===== src/rtl/div_pkg.sv =====
// Shared definitions for the divide controller: FSM states, default width and requester indices.
package div_pkg;

   typedef enum logic [1:0] {
      IDLE = 2'd0,
      RUN  = 2'd1,
      DONE = 2'd2
   } state_t;

   localparam int DIV_WIDTH = 16;

   localparam logic REQ_CORE   = 1'b0;
   localparam logic REQ_PERIPH = 1'b1;

endpackage


===== src/rtl/div_step.sv =====
// One restoring-division step: shift {remainder, quotient} left, trial-subtract, keep or restore.
module div_step #(
   parameter int WIDTH = 16
) (
   input  logic [WIDTH:0]   rem_in,
   input  logic [WIDTH-1:0] quo_in,
   input  logic [WIDTH-1:0] dvs,
   output logic [WIDTH:0]   rem_out,
   output logic [WIDTH-1:0] quo_out
);

   logic [WIDTH+1:0] shifted;
   logic [WIDTH+1:0] dvs_ext;
   logic [WIDTH:0]   diff;
   logic             fits;

   always_comb begin
      shifted = {rem_in, quo_in[WIDTH-1]};
      dvs_ext = {2'b00, dvs};
      fits    = (shifted >= dvs_ext);
      diff    = shifted[WIDTH:0] - dvs_ext[WIDTH:0];
      rem_out = fits ? diff : shifted[WIDTH:0];
      quo_out = {quo_in[WIDTH-2:0], fits};
   end

endmodule


===== src/rtl/div_ctrl.sv =====
// Two-requester round-robin controller around an iterative restoring divider.
// Define DIV_CTRL_SIGNED_EN to build the two's-complement variant with sign fix-up.
module div_ctrl
   import div_pkg::*;
#(
   parameter int WIDTH = DIV_WIDTH
) (
   input  logic               clk,
   input  logic               rst,
   input  logic [1:0]         req_valid,
   output logic [1:0]         req_ready,
   input  logic [2*WIDTH-1:0] req_dividend,
   input  logic [2*WIDTH-1:0] req_divisor,
   output logic [1:0]         rsp_valid,
   input  logic [1:0]         rsp_ready,
   output logic [WIDTH-1:0]   rsp_result,
   output logic [WIDTH-1:0]   rsp_remainder,
   output logic               rsp_dz
);

   localparam int CW = $clog2(WIDTH + 1);

   state_t state, state_n;
   logic [CW-1:0]    cnt;
   logic             owner, last_grant, grant, accept;
   logic [WIDTH:0]   rem, rem_n;
   logic [WIDTH-1:0] quo, quo_n, dvsr;
   logic [WIDTH-1:0] sel_dvd, sel_dvs, op_dvd, op_dvs, fin_q, fin_r;
   logic             ovf, dvs_zero;

   always_comb begin
      grant     = REQ_CORE;
      req_ready = 2'b00;
      rsp_valid = 2'b00;
      unique case (req_valid)
         2'b10:   grant = REQ_PERIPH;
         2'b11:   grant = ~last_grant;
         default: grant = REQ_CORE;
      endcase
      if (state == IDLE && req_valid != 2'b00)
         req_ready[grant] = 1'b1;
      if (state == DONE)
         rsp_valid[owner] = 1'b1;
      accept = |(req_valid & req_ready);
   end

   always_comb begin
      sel_dvd  = grant ? req_dividend[WIDTH +: WIDTH] : req_dividend[0 +: WIDTH];
      sel_dvs  = grant ? req_divisor[WIDTH +: WIDTH]  : req_divisor[0 +: WIDTH];
      dvs_zero = (sel_dvs == '0);
   end

`ifdef DIV_CTRL_SIGNED_EN
   logic neg_q, neg_r;

   function automatic logic [WIDTH-1:0] negate(input logic [WIDTH-1:0] v);
      return ~v + WIDTH'(1);
   endfunction

   // The core always divides magnitudes; signs are restored on the final step.
   always_comb begin
      op_dvd = sel_dvd[WIDTH-1] ? negate(sel_dvd) : sel_dvd;
      op_dvs = sel_dvs[WIDTH-1] ? negate(sel_dvs) : sel_dvs;
      ovf    = (sel_dvd == {1'b1, {(WIDTH-1){1'b0}}}) && (&sel_dvs);
      fin_q  = neg_q ? negate(quo_n) : quo_n;
      fin_r  = neg_r ? negate(rem_n[WIDTH-1:0]) : rem_n[WIDTH-1:0];
   end

   always_ff @(posedge clk) begin
      if (accept) begin
         neg_q <= sel_dvd[WIDTH-1] ^ sel_dvs[WIDTH-1];
         neg_r <= sel_dvd[WIDTH-1];
      end
   end
`else
   always_comb begin
      op_dvd = sel_dvd;
      op_dvs = sel_dvs;
      ovf    = 1'b0;
      fin_q  = quo_n;
      fin_r  = rem_n[WIDTH-1:0];
   end
`endif

   div_step #(.WIDTH(WIDTH)) u_step (
      .rem_in  (rem),
      .quo_in  (quo),
      .dvs     (dvsr),
      .rem_out (rem_n),
      .quo_out (quo_n)
   );

   always_comb begin
      state_n = state;
      unique case (state)
         IDLE:    if (accept) state_n = (dvs_zero || ovf) ? DONE : RUN;
         RUN:     if (cnt == CW'(1)) state_n = DONE;
         DONE:    if (rsp_ready[owner]) state_n = IDLE;
         default: state_n = IDLE;
      endcase
   end

   always_ff @(posedge clk) begin
      if (rst) state <= IDLE;
      else     state <= state_n;
   end

   always_ff @(posedge clk) begin
      if (rst) begin
         cnt           <= '0;
         owner         <= REQ_CORE;
         last_grant    <= REQ_PERIPH;
         rsp_result    <= '0;
         rsp_remainder <= '0;
         rsp_dz        <= 1'b0;
      end else begin
         unique case (state)
            IDLE: if (accept) begin
               owner      <= grant;
               last_grant <= grant;
               if (dvs_zero) begin
                  cnt           <= '0;
                  rsp_result    <= '1;
                  rsp_remainder <= sel_dvd;
                  rsp_dz        <= 1'b1;
               end else if (ovf) begin
                  cnt           <= '0;
                  rsp_result    <= sel_dvd;
                  rsp_remainder <= '0;
                  rsp_dz        <= 1'b0;
               end else begin
                  cnt <= CW'(WIDTH);
               end
            end
            RUN: begin
               cnt <= cnt - CW'(1);
               if (cnt == CW'(1)) begin
                  rsp_result    <= fin_q;
                  rsp_remainder <= fin_r;
                  rsp_dz        <= 1'b0;
               end
            end
            default: ;
         endcase
      end
   end

   always_ff @(posedge clk) begin
      if (state == IDLE && accept) begin
         rem  <= '0;
         quo  <= op_dvd;
         dvsr <= op_dvs;
      end else if (state == RUN) begin
         rem  <= rem_n;
         quo  <= quo_n;
      end
   end

endmodule


===== config.mk =====
export PLATFORM = sky130hd
export DESIGN_NAME = div_ctrl
export DESIGN_NICKNAME = d
export VERILOG_FILES = /design/src/rtl/div_pkg.sv /design/src/rtl/div_step.sv /design/src/rtl/div_ctrl.sv
export SDC_FILE = /design/constraint.sdc
export NUM_CORES = 1
export LEC_CHECK = 0
export CORE_ASPECT_RATIO = 0.75
export CORE_MARGIN = 2
export CORE_UTILIZATION = 55
export CTS_BUF_LIST = sky130_fd_sc_hd__clkbuf_2
export DETAILED_ROUTE_END_ITERATION = 10
export DONT_BUFFER_PORTS = 1
export PLACE_DENSITY = 0.7
export SETUP_SLACK_MARGIN = 0.3
export SLEW_MARGIN = 20
export SYNTH_ARGS = -nofsm -noshare
export SYNTH_HDL_FRONTEND = slang
export SYNTH_SLANG_ARGS = --single-unit

===== constraint.sdc =====
create_clock -name clk -period 4.5 [get_ports clk]
set_clock_uncertainty 0.2 [all_clocks]
set_input_delay 0.9 -clock clk [delete_from_list [all_inputs] [get_ports clk]]
set_output_delay 0.9 -clock clk [all_outputs]
set_load 0.01 [all_outputs]

==> PnR_summary.wiki <==
{| class="wikitable"
! Metric !! Value
|-
| Share of the cycle needed by the critical path after routing || 84.0%
|-
| Post-detailed-placement half-perimeter wirelength || 9.06 mm
|-
| Resized cells post-CTS || 0
|-
| Max transition margin || 52.9%
|-
| Number of distinct standard cells referenced by the synthesized netlist || 62
|-
| Starting DRC count in detailed routing || 353
|-
| Hold-fix buffers at CTS || 0
|-
| Number of nets in the synthesized netlist || 617
|-
| Total die area || 9580 um^2
|-
| R2R Path Start || quo[15]
|-
| Global placer's final weighted congestion || 0.831
|-
| Critical path arrival || 4.08 ns
|-
| X dimension of the die || 112 um
|-
| Core ar. || 8490 um^2
|-
| Sequential cell area fraction in the yosys report || 44.2%
|-
| End of the worst register-to-register path || rsp_remainder[5]
|-
| Critical Path Source || quo[15]
|-
| Status || finished, final reports clean
|-
| Warning count from the yosys run || 0
|-
| Largest area contributor in the netlist || sky130_fd_sc_hd__dfxtp_1
|-
| Post CTS Setup Buffer Count || 0
|-
| Via count of the routed design || 3971
|-
| Type of the worst setup path || reg -> reg
|-
| Share of Yosys cell area claimed by the top area cell type || 24.4%
|-
| First-pass GRT wire length || 19.2 mm
|-
| Max Fanout on Critical Path || 29
|-
| Cell with the most instances after synthesis || sky130_fd_sc_hd__dfxtp_1
|-
| Mean instance size in the synthesized netlist || 9.17 um^2
|-
| Hold Vio Cnt, Final || 0
|-
| # H-tree levels || 3
|-
| Remaining routing DRC violations || 0
|-
| Number of antenna cells inserted || 0
|-
| Maximum clock frequency || 265 MHz
|-
| Die height || 85.3 um
|-
| Layout-stage area growth over the synthesis result || 4.06%
|-
| TritonCTS clock tree || built
|-
| Clock latency at the later pin of the worst-skew pair || 0.58 ns
|-
| Proportion of layout cells with a drive suffix above 1 || 9.96%
|-
| Antenna-violating nets left || 0
|-
| Initial core utilization || 57.0%
|-
| Required time of the critical path || 4.80 ns
|-
| Cell row count || 29
|-
| Startpoint class of the critical path || register
|-
| Cells taking the most area after synthesis || sky130_fd_sc_hd__dfxtp_1, sky130_fd_sc_hd__edfxtp_1, sky130_fd_sc_hd__mux2i_1
|-
| Mean routed wirelength per cell || 19.2 um
|-
| Count of pins over their slew limit || 0
|-
| Largest net degree at the start of global routing || 40
|-
| Reg-to-reg setup timing slack || 0.72 ns
|-
| Type of destination of the critical path || register
|-
| Post-synthesis register bit count || 91
|-
| Final Instance Count excl. Fillers || 630
|-
| Total placed cells including tap cells || 614
|-
| Worst ir drop on vdd || 452 uV
|-
| Total Negative Setup Slacks || 0 ns
|-
| Reg clk slew, reported paths || 0.28 ns
|-
| PwrDens || 731 nW/um^2
|-
| Capturing element of the worst setup path || rsp_remainder[5]
|-
| Count of input and output buffers || 0
|-
| Clock tree sinks || 91
|-
| Largest buffer count on any clock path || 2
|-
| Shortest clock period the worst path allows after layout || 3.78 ns
|-
| Number of placed I/O pins || 107
|-
| Setup repair after global routing missed its margin || no
|-
| Utilization after layout || 59.3%
|-
| EDFF count, synth || 32
|-
| Tightest Hold Check Type || in -> reg
|-
| Antenna violations before repair || 0
|-
| Routed Wire Length || 12.1 mm
|-
| Setup violations, final || 0
|-
| Worst slew pin tran || 0.704 ns
|-
| Post-synthesis instance area || 4840 um^2
|-
| Logic depth of the worst register-to-register path || 13
|-
| Via-to-Cell Ratio || 6.30
|-
| NumNets Final || 606
|-
| Sum of overflow across all layers after global routing || 0
|-
| Cell leakage power || 0.00195 uW
|-
| Number of fill cells || 779
|-
| 1st-pass router iterations || 5
|-
| Flip-flop cell with the highest count after synthesis || sky130_fd_sc_hd__dfxtp_1
|-
| Vias in the first global route || 3699
|-
| Number of buffers created by CTS || 9
|-
| Post-synth top cells || sky130_fd_sc_hd__dfxtp_1, sky130_fd_sc_hd__nor2_1, sky130_fd_sc_hd__nand2_1
|-
| Clock Tree Root || sky130_fd_sc_hd__clkbuf_2
|-
| Tot GR Track Use || 25.5%
|-
| Synth async-reset ratio || 0%
|-
| MaxCap Viol Count || 0
|-
| Cell count after synthesis || 528
|}
## critical path, cell delays in order (launching register included)
cell and delay (ns):
sky130_fd_sc_hd__edfxtp_1 0.51, sky130_fd_sc_hd__inv_1 0.10, sky130_fd_sc_hd__ha_1 0.17, sky130_fd_sc_hd__inv_1 0.06, sky130_fd_sc_hd__fa_1 0.44, sky130_fd_sc_hd__a211oi_1 0.27, sky130_fd_sc_hd__o21ai_0 0.13, sky130_fd_sc_hd__a31oi_1 0.40
sky130_fd_sc_hd__o211ai_1 0.17, sky130_fd_sc_hd__a21oi_2 0.15, sky130_fd_sc_hd__buf_4 0.33, sky130_fd_sc_hd__mux2_2 0.42, sky130_fd_sc_hd__a221oi_1 0.28, sky130_fd_sc_hd__nor2_1 0.07
## per-stage QoR
step           worst slack [ns]  power, uW  hold slack [ns]  instance area [um^2]
6_report                  0.722       3680            0.136                  5040
5_1_grt                   0.485       3960            0.110                  5040
3_3_place_gp              0.882       3150            0.268                  4900
4_1_cts                   0.730       3680            0.132                  5040
3_5_place_dp              0.837       3200            0.270                  4900
2_1_floorplan              1.36       2810            0.233                  4840
## where the power goes
part           internal (uW)  switching [uW]
registers               1210             237
logic                    651            1100
clock network            188             300
total                   2050            1630
## area by class of cell
type                            instances  area (um^2)  share of cell area, %
Multi-Input combinational cell        380         2460                   48.8
Sequential cell                        91         2140                   42.5
Tap cell                              108          135                   2.68
Inverter                               27          101                   2.01
Clock inverter                          7         97.6                   1.94
Timing Repair Buffer                    8         60.1                   1.19
Clock buffer                            9         45.0                  0.894
## metal layers
metal	GRT usage [%]	wire length (um)	up-vias
met4	6.21	165	0
met3	7.86	1130	14
met2	37.4	5240	167
met5	0	0	-
met1	37.1	5540	1900
li1	-	-	1890
## registers in the layout, summed over array words and instances, names as in the netlist
| name | cells |
|---|---|
| rem | 17 |
| dvsr | 16 |
| quo | 16 |
| rsp_remainder | 16 |
| rsp_result | 16 |
| cnt | 5 |
| state | 2 |
| last_grant | 1 |
| owner | 1 |
| rsp_dz | 1 |
## layout by cell type (no fill, tap or decap), types with 4 or more instances in the layout
cell type | synthesis | layout
sky130_fd_sc_hd__dfxtp_1 | 59 | 59
sky130_fd_sc_hd__nor2_1 | 56 | 56
sky130_fd_sc_hd__nand2_1 | 48 | 48
sky130_fd_sc_hd__nor3_1 | 42 | 42
sky130_fd_sc_hd__o21ai_0 | 32 | 32
sky130_fd_sc_hd__edfxtp_1 | 32 | 32
sky130_fd_sc_hd__inv_1 | 26 | 26
sky130_fd_sc_hd__mux2i_1 | 25 | 25
sky130_fd_sc_hd__a21oi_1 | 25 | 25
sky130_fd_sc_hd__mux2_2 | 18 | 18
sky130_fd_sc_hd__ha_1 | 18 | 18
sky130_fd_sc_hd__nor4_1 | 10 | 10
sky130_fd_sc_hd__nand3_1 | 9 | 9
sky130_fd_sc_hd__clkbuf_2 | 1 | 9
sky130_fd_sc_hd__buf_4 | 0 | 8
sky130_fd_sc_hd__xnor2_1 | 7 | 7
sky130_fd_sc_hd__o221ai_1 | 7 | 7
sky130_fd_sc_hd__nand4_1 | 6 | 6
sky130_fd_sc_hd__o21ai_1 | 5 | 5
sky130_fd_sc_hd__a31oi_1 | 4 | 4
sky130_fd_sc_hd__a21oi_2 | 4 | 4
sky130_fd_sc_hd__nor2b_1 | 4 | 4
sky130_fd_sc_hd__xor2_1 | 4 | 4
## worst min path at each step
stage / from / end / slack (ns) / depth (start not counted)
global route: rst / rsp_result[9] / 0.11 / 1
detailed placement: rem[14] / rem[14] / 0.27 / 2
floorplan: last_grant / last_grant / 0.23 / 2
global placement: rem[14] / rem[14] / 0.27 / 2
finish: rst / rsp_result[4] / 0.14 / 1
CTS: rst / rsp_remainder[13] / 0.13 / 1
## logic make-up after synthesis
family | count (synthesis) | share of synthesized area (%)
XOR/XNOR | 11 | 1.99
buffers and inverters | 57 | 5.25
multiplexers | 43 | 9.35
adder cells (fa/ha/maj) | 19 | 5.06
flip-flops | 91 | 44.2
AO/OA/AOI/OAI | 117 | 16.1
AND/OR/NAND/NOR | 190 | 18.0
No activity file was read; power rests on OpenSTA's default activity.
